### src/rtl/corescore_mmcm_drp_ctrl.sv
// corescore_mmcm_drp_ctrl
//
// Reset and DRP sequencer for the MMCME4 that clocks the CoreScore array.
// Runs on the free-running reference clock. After reset it pulses the MMCM
// reset, waits for a stable lock and releases the core reset. On request it
// holds the MMCM in reset, read-modify-writes the CLKOUT0 divider registers
// (ClkReg1, then ClkReg2) over DRP, releases the MMCM and waits for lock again.
//
// Ports
//   i_clk       reference / DRP clock
//   i_rst_n     synchronous active-low reset
//   i_req       reconfigure request, level, sampled only in IDLE
//   i_div       new CLKOUT0 divide value (0 is treated as 1), captured with i_req
//   o_busy      sequencer not in IDLE
//   o_done      one-cycle pulse when lock is reached and core reset drops
//   o_err       sticky DRDY / lock timeout flag, cleared by next accepted i_req
//   o_daddr     DRP address
//   o_di        DRP write data
//   i_do        DRP read data
//   o_den       DRP enable, one cycle per access
//   o_dwe       DRP write enable, only together with o_den
//   i_drdy      DRP ready
//   o_mmcm_rst  MMCM RST
//   i_locked    MMCM LOCKED, asynchronous
//   o_rst       core reset request, active high
//
// Build option
//   CORESCORE_LOCK_MON_EN  when defined, loss of lock while IDLE re-raises
//                          o_rst and waits for lock again (no DRP access,
//                          no MMCM reset). When undefined, lk is ignored in IDLE.

module corescore_mmcm_drp_ctrl #(
    parameter int unsigned RST_HOLD     = 16,
    parameter int unsigned LOCK_TIMEOUT = 1_000_000,
    parameter logic [6:0]  REG1_ADDR    = 7'h08,
    parameter logic [6:0]  REG2_ADDR    = 7'h09
) (
    input  logic        i_clk,
    input  logic        i_rst_n,
    input  logic        i_req,
    input  logic [7:0]  i_div,
    output logic        o_busy,
    output logic        o_done,
    output logic        o_err,
    output logic [6:0]  o_daddr,
    output logic [15:0] o_di,
    input  logic [15:0] i_do,
    output logic        o_den,
    output logic        o_dwe,
    input  logic        i_drdy,
    output logic        o_mmcm_rst,
    input  logic        i_locked,
    output logic        o_rst
);

    typedef enum logic [3:0] {
        S_PRST,
        S_PWAIT,
        S_LOCKWAIT,
        S_IDLE,
        S_MRST,
        S_RD,
        S_RWAIT,
        S_WR,
        S_WWAIT,
        S_RELEASE
    } state_t;

    localparam logic [31:0] HOLD_LAST = 32'(RST_HOLD - 1);
    localparam logic [31:0] TMO_LAST  = 32'(LOCK_TIMEOUT - 1);

    // Bits of the read word that survive the merge.
    localparam logic [15:0] REG1_KEEP = 16'hF000;
    localparam logic [15:0] REG2_KEEP = 16'hF3FF;

    state_t      state_q, state_d;
    logic [31:0] cnt_q, cnt_d;
    logic        lk_meta_q, lk_q;
    logic        lk_seen_q, lk_seen_d;
    logic        idx_q, idx_d;
    logic [7:0]  div_q, div_d;

    logic        mmcm_rst_q, mmcm_rst_d;
    logic        rst_q, rst_d;
    logic        busy_q, busy_d;
    logic        den_q, den_d;
    logic        dwe_q, dwe_d;
    logic [6:0]  daddr_q, daddr_d;
    logic [15:0] di_q, di_d;
    logic        done_q, done_d;
    logic        err_q, err_d;

`ifdef CORESCORE_LOCK_MON_EN
    logic        lk_prev_q;
`endif

    // Builds the write word for register idx (0 = ClkReg1, 1 = ClkReg2)
    // from the divider d (already forced to >= 1) and the read-back word.
    function automatic logic [15:0] merge_word(input logic        idx,
                                               input logic [7:0]  d,
                                               input logic [15:0] rd);
        logic [5:0] hi;
        logic [5:0] lo;
        if (d > 8'd63) begin
            hi = '1;
            lo = '1;
        end else begin
            // For d <= 63 both halves fit in six bits.
            hi = d[6:1];
            lo = d[5:0] - d[6:1];
        end
        if (!idx) begin
            merge_word = (rd & REG1_KEEP) | {4'b0000, hi, lo};
        end else begin
            merge_word = (rd & REG2_KEEP) | {4'b0000, d[0], (d == 8'd1), 10'b0};
        end
    endfunction

    always_comb begin
        state_d    = state_q;
        cnt_d      = cnt_q;
        lk_seen_d  = 1'b0;
        idx_d      = idx_q;
        div_d      = div_q;
        mmcm_rst_d = mmcm_rst_q;
        rst_d      = rst_q;
        den_d      = 1'b0;
        dwe_d      = 1'b0;
        daddr_d    = daddr_q;
        di_d       = di_q;
        done_d     = 1'b0;
        err_d      = err_q;

        case (state_q)
            S_PRST: begin
                mmcm_rst_d = 1'b1;
                rst_d      = 1'b1;
                cnt_d      = cnt_q + 32'd1;
                if (cnt_q == HOLD_LAST) begin
                    state_d    = S_PWAIT;
                    mmcm_rst_d = 1'b0;
                end
            end

            S_PWAIT: begin
                state_d = S_LOCKWAIT;
                cnt_d   = '0;
            end

            S_LOCKWAIT: begin
                // lk_seen_q remembers lk from the previous LOCKWAIT cycle,
                // so two consecutive high samples are needed.
                lk_seen_d = lk_q;
                cnt_d     = cnt_q + 32'd1;
                if (lk_q && lk_seen_q) begin
                    state_d = S_IDLE;
                    rst_d   = 1'b0;
                    done_d  = 1'b1;
                end else if (cnt_q == TMO_LAST) begin
                    state_d    = S_PRST;
                    err_d      = 1'b1;
                    mmcm_rst_d = 1'b1;
                    cnt_d      = '0;
                end
            end

            S_IDLE: begin
`ifdef CORESCORE_LOCK_MON_EN
                if (lk_prev_q && !lk_q) begin
                    state_d = S_LOCKWAIT;
                    rst_d   = 1'b1;
                    cnt_d   = '0;
                end else
`endif
                if (i_req) begin
                    state_d    = S_MRST;
                    div_d      = (i_div == 8'd0) ? 8'd1 : i_div;
                    idx_d      = 1'b0;
                    err_d      = 1'b0;
                    rst_d      = 1'b1;
                    mmcm_rst_d = 1'b1;
                end
            end

            S_MRST: begin
                state_d = S_RD;
                den_d   = 1'b1;
                daddr_d = REG1_ADDR;
            end

            S_RD: begin
                // DRDY in the enable cycle itself is not accepted.
                state_d = S_RWAIT;
                cnt_d   = '0;
            end

            S_RWAIT: begin
                cnt_d = cnt_q + 32'd1;
                if (i_drdy) begin
                    state_d = S_WR;
                    den_d   = 1'b1;
                    dwe_d   = 1'b1;
                    di_d    = merge_word(idx_q, div_q, i_do);
                end else if (cnt_q == TMO_LAST) begin
                    state_d    = S_RELEASE;
                    err_d      = 1'b1;
                    mmcm_rst_d = 1'b0;
                end
            end

            S_WR: begin
                state_d = S_WWAIT;
                cnt_d   = '0;
            end

            S_WWAIT: begin
                cnt_d = cnt_q + 32'd1;
                if (i_drdy) begin
                    if (!idx_q) begin
                        state_d = S_RD;
                        idx_d   = 1'b1;
                        den_d   = 1'b1;
                        daddr_d = REG2_ADDR;
                    end else begin
                        state_d    = S_RELEASE;
                        mmcm_rst_d = 1'b0;
                    end
                end else if (cnt_q == TMO_LAST) begin
                    state_d    = S_RELEASE;
                    err_d      = 1'b1;
                    mmcm_rst_d = 1'b0;
                end
            end

            S_RELEASE: begin
                state_d = S_LOCKWAIT;
                cnt_d   = '0;
            end

            default: begin
                state_d    = S_PRST;
                mmcm_rst_d = 1'b1;
                rst_d      = 1'b1;
                cnt_d      = '0;
            end
        endcase

        busy_d = (state_d != S_IDLE);
    end

    always_ff @(posedge i_clk) begin
        if (!i_rst_n) begin
            lk_meta_q  <= 1'b0;
            lk_q       <= 1'b0;
            state_q    <= S_PRST;
            cnt_q      <= '0;
            lk_seen_q  <= 1'b0;
            idx_q      <= 1'b0;
            div_q      <= 8'd1;
            mmcm_rst_q <= 1'b1;
            rst_q      <= 1'b1;
            busy_q     <= 1'b1;
            den_q      <= 1'b0;
            dwe_q      <= 1'b0;
            daddr_q    <= '0;
            di_q       <= '0;
            done_q     <= 1'b0;
            err_q      <= 1'b0;
        end else begin
            lk_meta_q  <= i_locked;
            lk_q       <= lk_meta_q;
            state_q    <= state_d;
            cnt_q      <= cnt_d;
            lk_seen_q  <= lk_seen_d;
            idx_q      <= idx_d;
            div_q      <= div_d;
            mmcm_rst_q <= mmcm_rst_d;
            rst_q      <= rst_d;
            busy_q     <= busy_d;
            den_q      <= den_d;
            dwe_q      <= dwe_d;
            daddr_q    <= daddr_d;
            di_q       <= di_d;
            done_q     <= done_d;
            err_q      <= err_d;
        end
    end

`ifdef CORESCORE_LOCK_MON_EN
    always_ff @(posedge i_clk) begin
        if (!i_rst_n) begin
            lk_prev_q <= 1'b0;
        end else begin
            lk_prev_q <= lk_q;
        end
    end
`endif

    assign o_busy     = busy_q;
    assign o_done     = done_q;
    assign o_err      = err_q;
    assign o_daddr    = daddr_q;
    assign o_di       = di_q;
    assign o_den      = den_q;
    assign o_dwe      = dwe_q;
    assign o_mmcm_rst = mmcm_rst_q;
    assign o_rst      = rst_q;

endmodule

### config.mk
export PLATFORM = sky130hd
export DESIGN_NAME = corescore_mmcm_drp_ctrl
export DESIGN_NICKNAME = d
export VERILOG_FILES = /design/src/rtl/corescore_mmcm_drp_ctrl.sv
export SDC_FILE = /design/constraint.sdc
export NUM_CORES = 1
export LEC_CHECK = 0
export ABC_CLOCK_PERIOD_IN_PS = 3300
export CAP_MARGIN = 20
export CORE_MARGIN = 1.5
export CORE_UTILIZATION = 52
export CTS_CLUSTER_SIZE = 30
export DETAILED_ROUTE_END_ITERATION = 7
export PLACE_DENSITY = 0.87
export SKIP_CTS_REPAIR_TIMING = 1
export SLEW_MARGIN = 0
export SYNTH_ARGS = -nofsm -noshare
export SYNTH_HDL_FRONTEND = slang
export SYNTH_SLANG_ARGS = --single-unit
### constraint.sdc
create_clock -name i_clk -period 3.3 [get_ports i_clk]
set_input_delay 0.66 -clock i_clk [delete_from_list [all_inputs] [get_ports i_clk]]
set_output_delay 0.66 -clock i_clk [all_outputs]
set_load 0.02 [all_outputs]
# == Word-level counts from Yosys, hierarchy flattened ==
# Cells that the tools add are included.
# word_totals
register_bits,78
in_bits,29
output_inout_bits,30
elab_cells,112
# classes
add_sub_neg,2
magnitude_cmp,1
eq_ne,22
muxes,46
bitwise,4
reduce_logical,21
# op_table
operator,n
one-hot mux 32 bit (3 select lines),1
2-to-1 mux 32 bit,2
2-to-1 mux 6 bit,6
one-hot mux 4 bit (9 select lines),1
adder 32 x 1 -> 32 bit (second input constant),1
equality test 32 x 20 -> 1 bit (second input constant),1
equality test 32 x 4 -> 1 bit (second input constant),1
2-to-1 mux 4 bit,8
OR 16 x 12 -> 16 bit,2
2-to-1 mux 1 bit,18
equality test 4 x 3 -> 1 bit (second input constant),4
2-to-1 mux 16 bit,1
inequality test 2 bit (second input constant),8
2-to-1 mux 7 bit,2
one-hot mux 7 bit (2 select lines),1
one-hot mux 1 bit (3 select lines),3
AND reduction 3 bit,3
equality test 4 x 2 -> 1 bit (second input constant),2
equality test 4 bit (second input constant),2
equality test 8 x 1 -> 1 bit (second input constant),1
greater-than comparator 8 x 6 -> 1 bit (second input constant),1
zero test 8 bit,1
2-to-1 mux 8 bit,1
AND reduction 2 bit,4
17 further kinds,21

# == Depth between registers and ports, before layout ==
# Gate-level depths: netlist of run 1.
# depth
word_depth,6
mapped_depth,9
mapped_depth_nobuf,8

# == Worst setup path after synthesis of run 1 ==
# OpenSTA, ideal clock, no wires.
# synth_timing
path_type,register to register
startpoint,register cnt_q[0]
endpoint,register cnt_q[14]
arrival_time_ns,1.894
required_ns,3.185
path_slack_ns,1.291
path_stages_with_launch,10
n_path_buf,2
period_less_slack_ns,2.009
path_cell_list,dfxtp_1 > ha_1 > and3_1 > buf_6 > nand4_2 > nor3_4 > o21ai_2 > o31ai_4 > buf_6 > nor2_2
# synth_via
elab_chain_cells,4
elab_cells_between_ends,5
cone_classes,1 x add/sub; 1 x eq/ne; 3 x mux
# synth_lines
item,line,source
start: declaration,77,"logic [31:0] cnt_q, cnt_d;"
start signal: assignment,273,cnt_q <= cnt_d;
adder 32 x 1 -> 32 bit / equality test 32 x 20 -> 1 bit (equally long branches),-,
2-to-1 mux 32 bit,159,end else if (cnt_q == TMO_LAST) begin
2-to-1 mux 32 bit,155,if (lk_q && lk_seen_q) begin
one-hot mux 32 bit (3 select lines) (*),134,case (state_q)
# Every way passes the cells marked *; elsewhere a longest branch is shown, timed or not.
# A chain may end at the register's enable or synchronous reset.

# == Worst setup path after layout of run 1 ==
# layout_timing
startpoint,register state_q[1]
endpoint,register mmcm_rst_q (netlist: o_mmcm_rst)
# layout_via
elab_chain_cells,4
elab_cells_between_ends,19
cone_classes,14 x eq/ne; 1 x mux; 1 x bitwise; 3 x reduce/logical
# layout_lines
item,line,source
start: declaration,76,"state_t state_q, state_d;"
start signal: assignment,272,state_q <= state_d;
equality test 4 bit (tied with other cells),134,
OR reduction 5 bit (no line),-,
inverter 1 bit (no line),-,
AND reduction 6 bit (no line),-,
end signal: assignment,277,mmcm_rst_q <= mmcm_rst_d;
end: declaration,83,"logic mmcm_rst_q, mmcm_rst_d;"
# Several ways; a longest one is shown, not always the timed one.

==> flow_summary_export.csv, run 1 <==
group,metric,value,unit
pwr,seq_power_share,53.9,%
floorplanning,rows,31,
synthesis,netlist_top_cells_area,"dfxtp_1 (38%), nor2_2 (4.5%), nand2_1 (4.3%), xor2_1 (4.3%), ha_1 (2.9%)",
detailed_routing,avgViaCountPerCell,5.73,
grt,busiest_layer,"met2",
detailed_routing,dr.pass1.iters,5,
pwr,internal-power,0.00127,W
sta,max_freq,409,MHz
pwr,irDropWorstVdd,268,uV
floorplanning,dieArea,0.00800,mm^2
placement,dpl_cell_area,0.00441,mm^2
pwr,switching_power,0.000373,W
clock_network,clk_pin_slew,0.07,ns
setup_path,endpoint_kind,"flop",
synthesis,synth_mux_area_share,2.32,%
clock_network,cts-root-buf,"clkbuf_8",
synthesis,synth-edff-count,0,
setup_path,cp.arrival,2.67,ns
setup_path,path_max_fanout,18,
grt,grt_pass1_vias,3130,
synthesis,syn-instance-count,437,
layout,regArea,0.00146,mm^2
synthesis,yosysWarnings,0,
floorplanning,start_util,53.6,%
detailed_routing,postRouteAntennaNets,0,
grt,grt_start_max_net_pins,33,
floorplanning,die_w,89.5,um
detailed_routing,wl_per_cell,14.9,um
clock_network,clk_latency,0.36,ns
pwr,leakage,1.66,nW
synthesis,yosysTopAreaCell,"dfxtp_1",
synthesis,synth-simple-area-share,30.4,%
synthesis,ys_ff_latch,73,
detailed_routing,drc,0,
job,cap_violations,0,
sta,setup_viol,0,
hold_path,hold_end,"lk_seen_q$_SDFF_PN0_",
grt,met2_usage,39.5,%
hold_path,min-delay-path-class,"flop to flop",
pwr,combinationalPowerShare,4.8,%
synthesis,synth_compound_area_share,13.9,%
pwr,power_density,358,mW/mm^2
layout,diodes,0,
setup_path,timing.rr.end,"o_mmcm_rst$_SDFFE_PN1P_",
setup_path,rr_worst_depth,6,
placement,hpwl,6060,um
sta,timing.final.max_slew_violations,0,
clock_network,cts_tree,"built",
grt,grt.overflow.total,0,
setup_path,critPathKind,"flop to flop",
synthesis,yosysSeqAreaShare,37.6,%
clock_network,cts.sinks,73,
synthesis,async_flop_share,0,%
grt,grtUsageMet3,7.66,%
hold_path,hold_start,"lk_q$_SDFF_PN0_",
hold_path,min_path_cells,2,
sta,finalSetupTns,0,ns
layout,area_delta_synth_final,18.4,%
clock_network,cts_buffer_depth,2,
sta,finClkSkew,0.00659,ns
synthesis,synth_ff_type,"dfxtp_1",
sta,tightest_slew,0.621,ns
layout,finalNonFillerCells,583,
placement,finalWeightedCongestion,0.842,
sta,period_needed,2.44,ns
synthesis,syn_area,0.00389,mm^2
pwr,finalPower,0.00165,W
placement,dp_cells,567,
floorplanning,ioPinCount,59,
sta,min_period_over_period,74.0,%
layout,multi_input_area,0.00223,mm^2
grt,grt_pass1_wl,14300,um
layout,nets,518,
setup_path,cp-start-kind,"flop",
floorplanning,die_h,89.5,um
pwr,netSwitchingFraction,22.7,%
layout,final_cell_area,0.00460,mm^2
detailed_routing,drt_iter0_drc,237,
synthesis,synthAdderAreaFrac,3.41,%
grt,antenna_found_initial,0,
detailed_routing,totalWireLength,8710,um
clock_network,htreeDepth,3,
detailed_routing,num_vias,3342,
sta,finalHoldViolations,0,
placement,port_buffers,51,
floorplanning,core_area,0.00725,mm^2
layout,drive_above_1_share,13.0,%
synthesis,yosysUniqueCellTypes,65,
setup_path,crit_required,3.53,ns
clock_network,cts_buffers,9,
synthesis,synth_top_family_by_area,"simple AND/OR/NAND/NOR gates",
setup_path,ff2ff_setup_slack,0.86,ns
grt,use_met1,27.7,%
grt,grt_use_total,23.4,%
pwr,p_clk_share,41.3,%
synthesis,postSynthAreaPerCell,8.89,um^2
status,status,"finished, final reports clean",
setup_path,r2r-start,"state_q[1]$_SDFF_PN0_",
synthesis,synthXorXnorAreaFrac,6.76,%
sta,slew_headroom,58.5,%
layout,fillCellCount,633,
sta,rsz0062_at_grt,"false",
synthesis,yosys.area.top_type_share,37.6,%
power by group through the flow:
stage          combinational [W]  sequential (W)  clock (W)
2_1_floorplan          0.0000428        0.000909          0
3_3_place_gp           0.0000773        0.000909          0
3_5_place_dp           0.0000779        0.000910          0
4_1_cts                0.0000789        0.000889   0.000694
5_1_grt                0.0000845        0.000890   0.000734
6_report               0.0000789        0.000889   0.000680
synthesized netlist by cell type, types with 5 or more instances:
library cell	number
inv_1	13
o221ai_1	9
dfxtp_1	73
ha_1	9
nand4_1	11
buf_2	9
nor2_1	17
nor2b_1	18
nand3_1	17
nor2_2	28
o21ai_0	16
mux2i_1	9
nor3_1	9
and4_1	8
xor2_1	19
nor4_1	7
buf_4	5
nand3b_1	6
nand2_1	45
xnor2_1	11
clkbuf_1	9
a21boi_0	12
a21oi_1	14
how the worst max path moves through the flow:
stage	startpoint	to	slack (ns)	depth (start not counted)
after floorplan	cnt_q[0]$_SDFFE_PN0N_	cnt_q[14]$_SDFFE_PN0N_	1.29	9
after global placement	i_drdy	o_di[5]$_SDFFE_PN0P_	0.86	5
after detailed placement	i_drdy	o_di[5]$_SDFFE_PN0P_	0.86	5
after CTS	cnt_q[0]$_SDFFE_PN0N_	cnt_q[15]$_SDFFE_PN0N_	0.87	8
after global routing	cnt_q[0]$_SDFFE_PN0N_	cnt_q[15]$_SDFFE_PN0N_	0.70	8
final	state_q[1]$_SDFF_PN0_	o_mmcm_rst$_SDFFE_PN1P_	0.86	6
state kept, by name, summed over array words and instances (netlist names):
name / cells
div_q: 8
o_done: 1
o_rst: 1
lk_meta_q: 1
o_dwe: 1
o_daddr: 2
state_q: 4
idx_q: 1
lk_q: 1
o_busy: 1
cnt_q: 32
lk_seen_q: 1
o_err: 1
o_mmcm_rst: 1
o_di: 16
o_den: 1
metrics by stage:
stage | setup slack, ns | util [%] | hold slack [ns]
after global routing | 0.702 | 63.4 | 0.458
after detailed placement | 0.865 | 60.8 | 0.424
final | 0.857 | 63.4 | 0.432
after global placement | 0.861 | 60.8 | 0.415
after floorplan | 1.29 | - | 0.410
after CTS | 0.867 | 63.4 | 0.434
worst max-delay path, stage by stage (launching register included):
cell and delay, ns:
dfxtp_1 0.65, or4b_1 0.58, nor2_1 0.32, a21oi_1 0.17, nand2_1 0.14, nor3_1 0.08, a311o_1 0.37
layer usage:
metal  up-vias  share of wire, %
li1       1624                 -
met5         -                 0
met1      1559                42
met3        19               7.7
met4         0               1.9
met2       140                49
cells in the final DEF, fill, tap and decap left out, types with 2 or more instances in the layout:
cell type	instances
a21boi_0	12
o21ai_0	16
and4_1	8
nor4_4	2
nand3b_1	6
and3_1	4
o21a_1	2
ha_1	9
nand4_2	2
nor4_1	7
xnor2_1	11
or3_1	2
a31oi_1	2
dfxtp_1	73
buf_4	3
inv_1	13
mux2i_1	9
clkbuf_8	9
o31ai_1	2
conb_1	5
nor2_1	17
o211ai_1	2
xor2_1	19
nor4_2	3
nand2_1	45
nor2_2	28
clkinv_2	2
nor2b_1	18
nand4_1	11
nand3_1	17
o21bai_1	2
clkbuf_1	2
nor3_1	9
a21oi_2	3
a21oi_1	14
clkdlybuf4s50_1	51
and2_1	4
o221ai_1	9
final cells by class:
type                    count  share of cell area, %
repair buffers             55                   12.0
clock buffers              11                   2.86
clock inverters             5                   1.22
multi-input cells         327                   48.4
well taps                  99                   2.69
inverters                  13                   1.06
flip-flops and latches     73                   31.8
logic make-up (layout without fill, tap and decap cells):
family,count (synthesis),in the layout
simple gates,196,196
other cells,1,5
xor+xnor,30,30
compound gates,77,77
mux,9,9
flops,73,73
buf+inv,41,84
fa+ha+maj,10,10
No activity file was read; power rests on OpenSTA's default activity.
==> inputs of run 2 (changes only) <==
ABC_CLOCK_PERIOD_IN_PS = 2100   (was 3300)
CORE_UTILIZATION = 49   (was 52)
PLACE_DENSITY = 0.86   (was 0.87)
clock period = 2.1 ns   (was 3.3 ns; I/O delays follow)
==> run 2 against run 1 <==
  * Sequential power is 56% higher
  * Critical path depth rose by 2
  * Total power rose by 56%
  * Largest power group unchanged
  * Global-route usage fell by 1.7 points
  * Wire length rose by 7.2%
  * Hold slack better by 0.0031 ns
  * Via count grew 4.0%
  * Die area grew 5.9%
  * Sequential share of layout area down 1.8 points
  * Largest cell class unchanged
  * Sequential cell count stayed put
  * Count of clock-buffer cells in the layout grew 1
  * Combinational power is 94% higher
==> flow_summary_export.csv, run 2 (synthesis results as in run 1) <==
group,metric,value,unit
clock_network,clk_pin_slew,0.08,ns
detailed_routing,wl_per_cell,15.2,um
sta,max_freq,481,MHz
clock_network,htreeDepth,3,
placement,finalWeightedCongestion,0.951,
layout,final_common_cell,"dfxtp_1",
sta,min_period_over_period,98.9,%
hold_path,hold_end,"lk_seen_q$_SDFF_PN0_",
floorplanning,die_w,92.1,um
setup_path,crit_required,2.32,ns
placement,port_buffers,51,
detailed_routing,drt_iter0_drc,193,
clock_network,cts-root-buf,"clkbuf_8",
layout,drive_above_1_share,19.8,%
clock_network,cts_buffers,9,
layout,fin_util,63.7,%
clock_network,cts_tree,"built",
hold_path,min_path_cells,2,
setup_path,ff2ff_setup_slack,0.02,ns
detailed_routing,num_vias,3477,
grt,grt_use_total,21.7,%
detailed_routing,postRouteAntennaNets,0,
floorplanning,ioPinCount,59,
setup_path,path_max_fanout,13,
detailed_routing,avgViaCountPerCell,5.64,
floorplanning,rows,32,
setup_path,rr_worst_depth,8,
pwr,finalPower,0.00257,W
detailed_routing,dr.pass1.iters,5,
grt,grt_start_max_net_pins,27,
clock_network,cts_buffer_depth,2,
sta,period_needed,2.08,ns
pwr,leakage,1.82,nW
detailed_routing,totalWireLength,9330,um
sta,tightest_slew,0.523,ns
hold_path,hold_start,"lk_q$_SDFF_PN0_",
setup_path,timing.rr.end,"cnt_q[12]$_SDFFE_PN0N_",
clock_network,cts.sinks,73,
setup_path,max_stage_delay,0.37,ns
hold_path,min-delay-path-class,"flop to flop",
sta,finalSetupTns,0,ns
job,cap_violations,0,
floorplanning,core_area,0.00769,mm^2
grt,grt_pass1_wl,14900,um
setup_path,cp.arrival,2.30,ns
layout,fillCellCount,641,
sta,finalHoldViolations,0,
setup_path,cp-start-kind,"flop",
setup_path,critical-path-slowest-cell,"dfxtp_1",
setup_path,crit_buf_inv,2,
layout,largest_reg_flops,32,
layout,diodes,0,
pwr,irDropWorstVdd,460,uV
sta,setup_viol,0,
setup_path,critPathKind,"flop to flop",
setup_path,crit_family,"simple AND/OR/NAND/NOR gates",
setup_path,crit_chain,"nor4_2 > nand4_4 > nor3_4 > o21ai_2 > o31ai_4 > buf_4 > clkbuf_16 > a21oi_2",
floorplanning,die_h,92.1,um
floorplanning,start_util,50.6,%
setup_path,r2r-start,"cnt_q[6]$_SDFFE_PN0N_",
layout,final_cell_mix,"dfxtp_1 (69), clkdlybuf4s50_1 (51), nand2_1 (45)",
pwr,power_density,525,mW/mm^2
grt,antenna_found_initial,0,
sta,slew_headroom,65.0,%
status,status,"finished, final reports clean",
clock_network,clk_latency,0.35,ns
layout,area_delta_synth_final,25.9,%
layout,top_register,"cnt_q",
layout,nets,548,
grt,grt_pass1_vias,3234,
sta,finClkSkew,0.0132,ns
floorplanning,dieArea,0.00847,mm^2
grt,grt.overflow.total,0,
detailed_routing,drc,0,
placement,hpwl,6630,um
sta,timing.final.max_slew_violations,0,
setup_path,endpoint_kind,"flop",
[run 2: cell count changes in the layout (fill, tap and decap cells not counted), sizes merged]
| cell | delta |
|---|---|
| buf | +29 |
| bufinv | -1 |
| clkbuf | +2 |
| clkinv | -2 |
| clkinvlp | +2 |
[run 2: worst max-delay path by stage]
stage	start	end	slack (ns)	cells past startpoint
floorplan	cnt_q[0]$_SDFFE_PN0N_	cnt_q[18]$_SDFFE_PN0N_	0.09	9
global placement	state_q[2]$_SDFF_PN0_	o_di[5]$_SDFFE_PN0P_	0.13	7
detailed placement	cnt_q[26]$_SDFFE_PN0N_	cnt_q[20]$_SDFFE_PN0N_	0.06	7
CTS	cnt_q[26]$_SDFFE_PN0N_	cnt_q[20]$_SDFFE_PN0N_	0.04	7
global route	cnt_q[30]$_SDFFE_PN0N_	cnt_q[12]$_SDFFE_PN0N_	-0.07	8
finish	cnt_q[6]$_SDFFE_PN0N_	cnt_q[12]$_SDFFE_PN0N_	0.02	8
[run 2: area by class of cell]
type	count	area, um^2	area share [%]
multi-input cells	327	2270	46.4
flip-flops and latches	73	1470	30.0
repair buffers	85	796	16.3
clock buffers	12	155	3.17
well taps	102	128	2.61
inverters	13	48.8	0.997
clock inverters	4	27.5	0.563
[run 2: report_power, final]
part	switching, W	leakage, nW	total, W	internal, W
Clock	0.000530	0.0846	0.00102	0.000492
Sequential	0.00000355	0.591	0.00139	0.00139
Combinational	0.0000691	1.14	0.000153	0.0000836
Total	0.000603	1.82	0.00257	0.00197
[run 2: routing by layer]
layer,part of all wire (%),vias to the layer above,global-route usage (%)
met2,49,139,37.3
met4,2.2,0,8.21
met5,0,-,0
met1,42,1629,27.3
li1,-,1688,-
met3,6.2,21,3.15
[run 2: per-stage QoR]
step | setup slack (ns) | hold WS, ns | std cells | area, um^2
detailed placement | 0.0608 | 0.423 | 593 | 4590
CTS | 0.0366 | 0.436 | 609 | 4770
finish | 0.0229 | 0.435 | 616 | 4890
floorplan | 0.0913 | 0.410 | 441 | 3900
global route | -0.0726 | 0.462 | 616 | 4890
global placement | 0.127 | 0.417 | 593 | 4590
[run 2: worst reg2reg max path, delay by kind of cell (launching register included)]
| kind | cells | cell delay, ns |
|---|---|---|
| AOI/OAI and AO/OA | 3 | 0.44 |
| buffers and inverters | 2 | 0.35 |
| DFF | 1 | 0.37 |
| and+or+nand+nor | 3 | 0.80 |
==> inputs of run 3 (changes only) <==
CORE_MARGIN = 5   (was 1.5)
GPL_ROUTABILITY_DRIVEN = 0   (was default)
==> run 3 against run 2 <==
  * Clock skew shrank 0.0019 ns
  * Combinational power barely moved
  * Register-to-register slack better by 0.05 ns
  * Maximum frequency rose by 2.6%
  * First-iteration DRC count increased by 8.3%
  * Utilization up 0.059 points
  * Global-route usage down 2.8 points
  * Via count shrank 0.89%
  * Count of clock-buffer cells in the layout fell by 2
  * Sequential power about the same
  * Sequential share of layout area is 0.18 points lower
  * Non-clock buffer count rose by 1
  * Critical endpoint unchanged
==> flow_summary_export.csv, run 3 (synthesis results as in run 1) <==
group,metric,value,unit
status,status,"finished, final reports clean",
detailed_routing,drt_iter0_drc,209,
layout,nets,549,
hold_path,min-delay-path-class,"flop to flop",
clock_network,cts.sinks,73,
clock_network,clk_latency,0.35,ns
pwr,irDropWorstVdd,309,uV
clock_network,clk_pin_slew,0.07,ns
layout,finalNonFillerCells,616,
setup_path,rr_worst_depth,6,
floorplanning,start_util,50.3,%
sta,max_freq,494,MHz
clock_network,cts-root-buf,"clkbuf_8",
setup_path,critical-path-slowest-cell,"or4b_4",
grt,grt_pass1_vias,3324,
setup_path,path_max_fanout,11,
setup_path,cp-endpoint,"cnt_q[12]$_SDFFE_PN0N_",
setup_path,critPathKind,"flop to flop",
detailed_routing,postRouteAntennaNets,0,
placement,dp_cells,595,
setup_path,endpoint_kind,"flop",
layout,top_register,"cnt_q",
pwr,internal-power,0.00217,W
grt,grt_use_total,18.9,%
clock_network,cts_buffer_depth,2,
clock_network,cts_tree,"built",
setup_path,timing.rr.end,"cnt_q[12]$_SDFFE_PN0N_",
pwr,seq_power_share,50.6,%
layout,final_cell_mix,"dfxtp_1 (69), clkdlybuf4s50_1 (51), nand2_1 (45)",
setup_path,crit_buf_inv,0,
sta,timing.final.max_slew_violations,0,
sta,finClkSkew,0.0113,ns
floorplanning,ioPinCount,59,
placement,port_buffers,51,
setup_path,cp.arrival,2.26,ns
setup_path,startpoint,"state_q[2]$_SDFF_PN0_",
pwr,combinationalPowerShare,5.5,%
sta,tightest_slew,0.512,ns
floorplanning,die_h,99.1,um
detailed_routing,wl_per_cell,15.4,um
layout,diodes,0,
sta,finalHoldViolations,0,
sta,setup_viol,0,
sta,holdWs,0.437,ns
clock_network,htreeDepth,3,
setup_path,crit_chain,"or4b_4 > and4_2 > nand4_1 > nor3b_1 > o21ai_0 > a21oi_2",
sta,slew_headroom,65.7,%
pwr,switching_power,0.000589,W
setup_path,max_stage_delay,0.55,ns
floorplanning,dieArea,0.00981,mm^2
setup_path,r2r-start,"state_q[2]$_SDFF_PN0_",
floorplanning,die_w,99.1,um
setup_path,cp-start-kind,"flop",
detailed_routing,totalWireLength,9480,um
pwr,leakage,1.84,nW
grt,grt_pass1_wl,15300,um
floorplanning,rows,32,
layout,drive_above_1_share,20.0,%
pwr,netSwitchingFraction,21.4,%
detailed_routing,drc,0,
setup_path,crit_family,"simple AND/OR/NAND/NOR gates",
grt,antenna_found_initial,0,
clock_network,cts_buffers,9,
setup_path,ff2ff_setup_slack,0.08,ns
grt,grt.overflow.total,0,
pwr,p_clk_share,43.9,%
detailed_routing,avgViaCountPerCell,5.59,
sta,period_needed,2.02,ns
sta,min_period_over_period,96.4,%
pwr,power_density,560,mW/mm^2
job,cap_violations,0,
layout,area_delta_synth_final,26.7,%
grt,grt_start_max_net_pins,33,
detailed_routing,dr.pass1.iters,5,
layout,final_common_cell,"dfxtp_1",
hold_path,min_path_cells,2,
placement,hpwl,6740,um
detailed_routing,num_vias,3446,
setup_path,crit_required,2.33,ns
layout,largest_reg_flops,32,
setup_path,crit_cells,6,
floorplanning,core_area,0.00773,mm^2
==> run 3: cell count changes in the layout (fill, tap and decap cells not counted), sizes merged <==
cell / before / now
buf: 33 / 34
bufinv: 0 / 2
clkbuf: 13 / 11
clkinvlp: 3 / 2
==> run 3: metrics by stage <==
stage               utilization, %  cell area, um^2  setup TNS (ns)  power, W  setup slack [ns]
global route                  63.7             4920          -0.100   0.00286           -0.0304
global placement              59.6             4600               0   0.00156            0.0802
CTS                           62.4             4820               0   0.00277            0.0530
detailed placement            59.6             4600               0   0.00156            0.0564
finish                        63.7             4920               0   0.00276            0.0762
floorplan                        -             3900               0   0.00150            0.0913
==> run 3: power groups by stage <==
stage	clock, W	combinational, W	sequential, W
global placement	0	0.000136	0.00143
detailed placement	0	0.000139	0.00143
CTS	0.00124	0.000140	0.00139
global route	0.00130	0.000163	0.00139
floorplan	0	0.0000673	0.00143
finish	0.00121	0.000153	0.00139
==> run 3: worst min path at each step <==
stage	slack [ns]	start	end
after floorplan	0.41	lk_q$_SDFF_PN0_	lk_seen_q$_SDFF_PN0_
after global placement	0.41	lk_meta_q$_SDFF_PN0_	lk_q$_SDFF_PN0_
after detailed placement	0.43	lk_q$_SDFF_PN0_	lk_seen_q$_SDFF_PN0_
after CTS	0.43	lk_q$_SDFF_PN0_	lk_seen_q$_SDFF_PN0_
after global routing	0.47	lk_q$_SDFF_PN0_	lk_seen_q$_SDFF_PN0_
final	0.44	lk_q$_SDFF_PN0_	lk_seen_q$_SDFF_PN0_
==> run 3: worst reg2reg max path: cells and delay by family, from the launching register on <==
kind	cells	cell delay, ns
simple gates	4	1.08
flops	1	0.52
compound gates	2	0.32
==> run 3: layer usage <==
| layer | vias to the layer above | routed length (um) | GRT usage, % |
|---|---|---|---|
| met1 | 1605 | 3900 | 22.2 |
| li1 | 1678 | - | - |
| met3 | 27 | 652 | 4.10 |
| met5 | - | 0 | 0 |
| met2 | 136 | 4690 | 32.2 |
| met4 | 0 | 243 | 10.1 |
==> run 3: cell type report <==
| class | count | area [um^2] |
|---|---|---|
| Inverter | 13 | 48.8 |
| Fill cell | 595 | 2800 |
| Clock inverter | 5 | 80.1 |
| Multi-Input combinational cell | 327 | 2260 |
| Clock buffer | 10 | 138 |
| Tap cell | 102 | 128 |
| Sequential cell | 73 | 1470 |
| Timing Repair Buffer | 86 | 807 |
